`src/rtl/char_assembler_if.sv`:
```
// Receive-path character bus: serial bit strobes in, assembled characters out.
// The assembler sits on the slave side; whoever supplies bits and consumes
// characters (bit sample counter / downstream logic) uses the master side.
// CHAR_W here must match the CHAR_W of the attached char_assembler.
interface char_assembler_if #(
  parameter int CHAR_W = 8
) ();
  logic              dataIn;
  logic              bitValid;
  logic [CHAR_W-1:0] charOut;
  logic              charValid;
  logic              frameErr;
  logic              busy;
  logic [3:0]        bitCount;

  modport master (
    output dataIn,
    output bitValid,
    input  charOut,
    input  charValid,
    input  frameErr,
    input  busy,
    input  bitCount
  );

  modport slave (
    input  dataIn,
    input  bitValid,
    output charOut,
    output charValid,
    output frameErr,
    output busy,
    output bitCount
  );
endinterface

```
`src/rtl/char_assembler.sv`:
```
// Serial-to-parallel character assembler. Frames start / DATA_BITS data bits
// (LSB first) / stop bit from a per-bit strobe, presents the character with a
// one-cycle valid pulse, flags bad stop bits, and reports busy for the whole
// character so the upstream sampler can hold its window.
module char_assembler #(
  parameter int DATA_BITS = 8,  // 5..8
  parameter int CHAR_W    = 8   // must be >= DATA_BITS
) (
  input logic            clk,
  input logic            rst,
  char_assembler_if.slave bus
);

  typedef enum logic [1:0] {
    IDLE = 2'd0,
    DATA = 2'd1,
    STOP = 2'd2
  } state_t;

  localparam logic [3:0] LAST_COUNT = 4'(DATA_BITS - 1);
  localparam logic [3:0] FULL_COUNT = 4'(DATA_BITS);

  state_t               state_reg;
  logic [DATA_BITS-1:0] shift_reg;
  logic [CHAR_W-1:0]    char_out_reg;
  logic                 char_valid_reg;
  logic                 frame_err_reg;
  logic                 busy_reg;
  logic [3:0]           bit_count_reg;

  // Shift register zero-extended to the output width; bits above DATA_BITS are 0.
  logic [CHAR_W-1:0]    shift_ext;

  generate
    for (genvar gi = 0; gi < CHAR_W; gi++) begin : g_ext
      if (gi < DATA_BITS) begin : g_data
        assign shift_ext[gi] = shift_reg[gi];
      end else begin : g_zero
        assign shift_ext[gi] = 1'b0;
      end
    end
  endgenerate

  // Framing FSM with registered outputs; state only advances on bit strobes.
  always_ff @(posedge clk) begin
    if (rst) begin
      state_reg      <= IDLE;
      shift_reg      <= '0;
      char_out_reg   <= '0;
      char_valid_reg <= 1'b0;
      frame_err_reg  <= 1'b0;
      busy_reg       <= 1'b0;
      bit_count_reg  <= 4'd0;
    end else begin
      char_valid_reg <= 1'b0;
      frame_err_reg  <= 1'b0;
      if (bus.bitValid) begin
        case (state_reg)
          IDLE: begin
            // A high bit in IDLE is line idle or a false start: ignore it.
            if (!bus.dataIn) begin
              state_reg     <= DATA;
              busy_reg      <= 1'b1;
              bit_count_reg <= 4'd0;
              shift_reg     <= '0;
            end
          end
          DATA: begin
            // LSB arrives first, so new bits enter at the top and walk down.
            shift_reg <= {bus.dataIn, shift_reg[DATA_BITS-1:1]};
            if (bit_count_reg != FULL_COUNT) begin
              bit_count_reg <= bit_count_reg + 4'd1;
            end
            if (bit_count_reg == LAST_COUNT) begin
              state_reg <= STOP;
            end
          end
          STOP: begin
            if (bus.dataIn) begin
              char_out_reg   <= shift_ext;
              char_valid_reg <= 1'b1;
            end else begin
              // Bad stop bit (or break): report it, keep the last good character.
              frame_err_reg  <= 1'b1;
            end
            state_reg     <= IDLE;
            busy_reg      <= 1'b0;
            bit_count_reg <= 4'd0;
          end
          default: begin
            state_reg <= IDLE;
            busy_reg  <= 1'b0;
          end
        endcase
      end
    end
  end

  assign bus.charOut   = char_out_reg;
  assign bus.charValid = char_valid_reg;
  assign bus.frameErr  = frame_err_reg;
  assign bus.busy      = busy_reg;
  assign bus.bitCount  = bit_count_reg;

endmodule

```
`src/flat_wrapper.sv`:
```
// flat-port wrapper written by rule: the top's interface ports become plain ports
module char_assembler_flat 
#(
  parameter int DATA_BITS = 8,         
  parameter int CHAR_W    = 8                          
)
  (clk, rst, bus_dataIn, bus_bitValid, bus_charOut, bus_charValid, bus_frameErr, bus_busy, bus_bitCount);
  char_assembler_if #(.CHAR_W(CHAR_W)) bus_i ();
  input logic clk;
  input logic rst;
  input wire logic [$bits(bus_i.dataIn)-1:0] bus_dataIn;
  input wire logic [$bits(bus_i.bitValid)-1:0] bus_bitValid;
  output wire logic [$bits(bus_i.charOut)-1:0] bus_charOut;
  output wire logic [$bits(bus_i.charValid)-1:0] bus_charValid;
  output wire logic [$bits(bus_i.frameErr)-1:0] bus_frameErr;
  output wire logic [$bits(bus_i.busy)-1:0] bus_busy;
  output wire logic [$bits(bus_i.bitCount)-1:0] bus_bitCount;
  assign bus_i.dataIn = bus_dataIn;
  assign bus_i.bitValid = bus_bitValid;
  assign bus_charOut = bus_i.charOut;
  assign bus_charValid = bus_i.charValid;
  assign bus_frameErr = bus_i.frameErr;
  assign bus_busy = bus_i.busy;
  assign bus_bitCount = bus_i.bitCount;
  char_assembler #(.DATA_BITS(DATA_BITS), .CHAR_W(CHAR_W)) u_core (.clk(clk), .rst(rst), .bus(bus_i));
endmodule
```
`config.mk`:
```
export PLATFORM = sky130hd
export DESIGN_NAME = char_assembler_flat
export DESIGN_NICKNAME = d
export VERILOG_FILES = /design/src/rtl/char_assembler_if.sv /design/src/rtl/char_assembler.sv /design/src/flat_wrapper.sv
export SDC_FILE = /design/constraint.sdc
export NUM_CORES = 1
export LEC_CHECK = 0
export ABC_CLOCK_PERIOD_IN_PS = 1700
export CORE_MARGIN = 1.5
export CORE_UTILIZATION = 30
export CTS_BUF_LIST = sky130_fd_sc_hd__clkbuf_8
export DETAILED_ROUTE_END_ITERATION = 10
export PLACE_DENSITY_LB_ADDON = 0.15
export SETUP_SLACK_MARGIN = 0.2
export SKIP_LAST_GASP = 1
export SLEW_MARGIN = 20
export SYNTH_ARGS = -nofsm -noshare
export SYNTH_HDL_FRONTEND = slang
export SYNTH_SLANG_ARGS = --single-unit
```
`constraint.sdc`:
```
create_clock -name clk -period 1.7 [get_ports clk]
set_input_delay 0.17 -clock clk [delete_from_list [all_inputs] [get_ports clk]]
set_output_delay 0.17 -clock clk [all_outputs]
set_load 0.03 [all_outputs]
```
; ---- Word level (Yosys, flattened, before mapping)
; Index checks and enable logic that the tools add are counted.
[totals]
reg_bits = 25
out_inout_bits = 15
[classes]
n_reduce_logical = 9
n_mux = 12
n_eq_ne = 7
n_addsub = 1
n_bitwise = 3
[op_table]
columns = operator, n
row1 = $pmux W8 S2, 1
row2 = $pmux W4 S3, 1
row3 = $reduce_and A3 Y1, 4
row4 = $mux W4, 2
row5 = $mux W8, 1
row6 = $add A4 B1 Y4 const B, 1
row7 = $eq A4 B3 Y1 const B, 1
row8 = $mux W2, 2
row9 = $ne A2 B1 Y1 const B, 2
row10 = $ne A4 B4 Y1 const B, 1
row11 = $pmux W2 S2, 1
row12 = $reduce_and A4 Y1, 1
row13 = $mux W1, 3
row14 = $not A1 Y1, 3
row15 = $reduce_bool A3 Y1, 1
row16 = $reduce_or A3 Y1, 1
row17 = $eq A2 B1 Y1 const B, 1
row18 = $eq A2 B2 Y1 const B, 1
row19 = $logic_not A2 Y1, 1
row20 = $ne A2 B2 Y1 const B, 1
row21 = $pmux W1 S2, 1
row22 = $reduce_bool A2 Y1, 1

; ---- Longest topological paths before layout
[logic_depth]
depth_word = 3
depth_mapped = 6
ltp_nobuf = 6

; ---- Worst setup path before layout
; No wires, ideal clock.
[synth_timing]
path_type = reg-to-reg
start = register u_core.bit_count_reg[0], in the netlist u_core.bus.bitCount[0]
end = register u_core.bit_count_reg[2], in the netlist u_core.bus.bitCount[2]
arrival_time_ps = 1270
stages_incl_launch_ff = 7
synth_period_minus_slack_ps = 1403
setup_slack_ps = 297
setup_time_ps = 132
t_required_ps = 1568
path_cell_list = dfxtp_1 inv_1 ha_1 nand3b_1 a22oi_2 o21ai_1 a21oi_1
[synth_between]
elab_chain_cells = 3
elab_cells_between_ends = 6
classes_between = add/sub (1) / eq/ne (2) / mux (2) / reduce/logical (1)
[synth_lines]
columns = element, line_no
row1 = "start, declared", char_assembler.sv:29  ; logic [3:0] bit_count_reg;
row2 = "start signal, assigned", char_assembler.sv:72  ; bit_count_reg <= bit_count_reg + 4'd1;
row3 = $add A4 B1 Y4 / $ne A4 B4 Y1 (equally long branches), "char_assembler.sv:72, char_assembler.sv:71"
row4 = $mux W4 / $ne A2 B1 Y1 (equally long branches), n/a
row5 = $pmux W4 S3 / $reduce_and A4 Y1 (equally long branches), n/a
; Several ways; a longest one is shown, not always the timed one. The select of a mux whose other input is x is not followed.
; A chain may end at the register's enable or synchronous reset.

; ---- Final worst setup path
[layout_timing]
start = register u_core.char_out_reg[2], in the netlist u_core.bus.charOut[2]
end = output port bus_charOut[2]
[layout_lines]
columns = element, line_no
row1 = "start, declared", char_assembler.sv:25  ; logic [CHAR_W-1:0] char_out_reg;
row2 = "start signal, assigned", char_assembler.sv:80  ; char_out_reg <= shift_ext;
row3 = "end, declared", flat_wrapper.sv:13  ; output wire logic [$bits(bus_i.charOut)-1:0] bus_charOut;
; No word-level cell between the ends.

==> impl_metrics.tcl <==
set metrics [dict create \
    outcome "finished clean" \
    area_delta_synth_final_pct 27.3 \
    end_kind "output pin" \
    ys_ff_latch 25 \
    antenna_found_initial 0 \
    busiest_layer "met1" \
    worstPathRequired_ns 1.53 \
    setup_viol 0 \
    finalMaxSlewViolations 0 \
    critical_path_buf_inv_count 1 \
    wl_mm 2.03 \
    yosysMostFrequentCell "dfxtp_1" \
    viasPerCell 4.68 \
    fp.dieH_um 61.2 \
    grt_pass1_vias 682 \
    path_max_fanout 2 \
    drtIter0Drc 22 \
    routedWlPerCell_um 11.3 \
    fp-row-count 20 \
    root_buffer "clkbuf_8" \
    fin_setup_tns_ns 0 \
    worstMarginPinSlew_ns 0.371 \
    grt.total_usage_pct 11.5 \
    hold_viol_final 0 \
    cts_made_buffers 3 \
    worstSetupPathType "register to output pin" \
    synth_top_cell_by_area "dfxtp_1" \
    holdBufCountCts 0 \
    p_per_area_mw_per_mm2 793 \
    cp_num_cells 1 \
    crit_chain "clkdlybuf4s50_1" \
    period_minus_slack_ns 1.45 \
    cap_violations 0 \
    fmax_mhz 688 \
    clockBufferDepth 2 \
    drtAntennaViolNets 0 \
    arrival_ns 1.28 \
    min_path_cells 2 \
    synthDistinctLibCells 31 \
    firstDrtPassIters 3 \
    num_io_pins 19 \
    die_area_mm2 0.00375 \
    core_mm2 0.00313 \
    dp_hpwl_mm 1.44 \
    rsz0062_at_grt "false" \
    critPathLaunch "u_core.bus.charOut[2]$_SDFFE_PP0P_" \
    skew_ns 0.00124 \
    nNetsFinal 142 \
    finalCritPeriodShare_pct 85.5 \
    crit_path_top_delay_cell "clkdlybuf4s50_1" \
    gp_congestion 0.767 \
    cp-start-kind "register" \
    grt-ovfl-total 0 \
    cts_tree "done" \
    grt_pass1_wl_mm 3.17 \
    grt_max_degree 26 \
    use_met3_pct 2.52 \
    synthCells 116 \
    hold_class "register to register" \
    synth_common_cells "dfxtp_1, nand2_1, a21oi_1, nor2_1, a22oi_1" \
    postCtsSetupRepairBufs 0 \
    drc 0 \
    async_flop_share_pct 0 \
    drive_gt1_share_pct 9.63 \
    worst_ir_drop_vdd_uv 306 \
    p_leak_nw 0.537 \
    rr_startpoint "u_core.bus.bitCount[1]$_SDFFE_PP0P_" \
    htreeDepth 1 \
    critPathMaxStageDelay_ns 0.67 \
    met1_usage_pct 16.7 \
    synth_area_per_cell_um2 8.77 \
    worstSkewPairLatency_ns 0.27 \
    synth_top_area_share_pct 49.2 \
    die_x_um 61.2 \
    slew_headroom_pct 75.2 \
    min_from "u_core.bus.charOut[3]$_SDFFE_PP0P_" \
    synth-edff-count 0 \
    synth-seq-area-share_pct 49.2 \
    initial_core_util_pct 32.5 \
    port_buffers 18 \
    r2r_cells 6 \
    grt_use_met2_pct 16.4 \
    syn_nets 122 \
    yosysWarnings 0 \
    ys.flop_type "dfxtp_1" \
    syn-cell-area_mm2 0.00102 \
    path_clk_slew_ns 0.09 \
    power_w 0.00103 \
    synthTopCellsByArea "dfxtp_1, nand2_1, a21oi_1" \
    via_count 838 \
    crit_family "buffers and inverters" \
    n_antenna_cell 0 \
    cts.sinks 25 \
]
[cells by family after synthesis]
family | synth area share, %
simple gates | 23.2
compound gates | 19.2
flops | 49.2
buf+inv | 4.92
fa+ha+maj | 2.46
mux | 0.984
[stage by stage]
| stage | util, % | setup slack [ns] | hold slack, ns | instance area (um2) | instances |
|---|---|---|---|---|---|
| 2_1_floorplan | - | 0.297 | 0.247 | 1020 | 116 |
| 3_3_place_gp | 39.6 | 0.166 | 0.447 | 1240 | 175 |
| 3_5_place_dp | 39.6 | 0.144 | 0.451 | 1240 | 175 |
| 4_1_cts | 41.0 | 0.236 | 0.467 | 1280 | 179 |
| 5_1_grt | 41.4 | 0.207 | 0.476 | 1290 | 179 |
| 6_report | 41.4 | 0.246 | 0.461 | 1290 | 179 |
[tightest hold or removal path: stages, from the launching register on]
cell,delay [ns]
dfxtp_1,0.32
nand2_1,0.05
a21oi_1,0.05
[cell usage in the layout (no fill, tap or decap), types with 2 or more instances in the layout]
cell type and n:
a21oi_1 13, dlymetal6s2s_1 4, clkdlybuf4s50_1 10, nand2_1 19, dfxtp_1 24, nand2b_1 2, nor2b_1 2, a22oi_1 8
nand3_1 2, clkbuf_8 3, nor2_1 13, ha_1 2, and3_1 2, nor3_1 2, o21ai_1 2, buf_4 3
inv_1 4, dlygate4sd2_1 4
[power by group]
part | total [W] | leakage (nW) | internal, W | switching, W
Clock | 0.000358 | 0.0217 | 0.000166 | 0.000192
Sequential | 0.000596 | 0.202 | 0.000590 | 0.00000584
Combinational | 0.0000720 | 0.313 | 0.0000291 | 0.0000429
[per-layer routing]
metal / wire (um) / vias up
li1: - / 439
met1: 1120 / 383
met2: 837 / 12
met3: 53 / 4
met4: 19 / 0
met5: 0 / -
[final cells by class]
class                      count  area (um2)
fill                         313        1830
sequential                    25         502
multi-input combinational     81         467
timing repair buffer          21         208
tap                           44        55.1
clock buffer                   3        41.3
inverter                       4        15.0
clock inverter                 1        7.51
[path summary, 6_finish.rpt]
kind	to	slack, ns
max	bus_charOut[2]	0.25
max reg2reg	u_core.bus.bitCount[2]$_SDFFE_PP0P_	0.36
min reg2reg	u_core.bus.charOut[3]$_SDFFE_PP0P_	0.46
min	u_core.bus.charOut[3]$_SDFFE_PP0P_	0.46
[timing repair]
item	CTS	global route
gates resized for setup	4	5
pin swaps	0	1
setup endpoints to repair	4	6
Note: power is estimated with default switching activity, not from simulation.
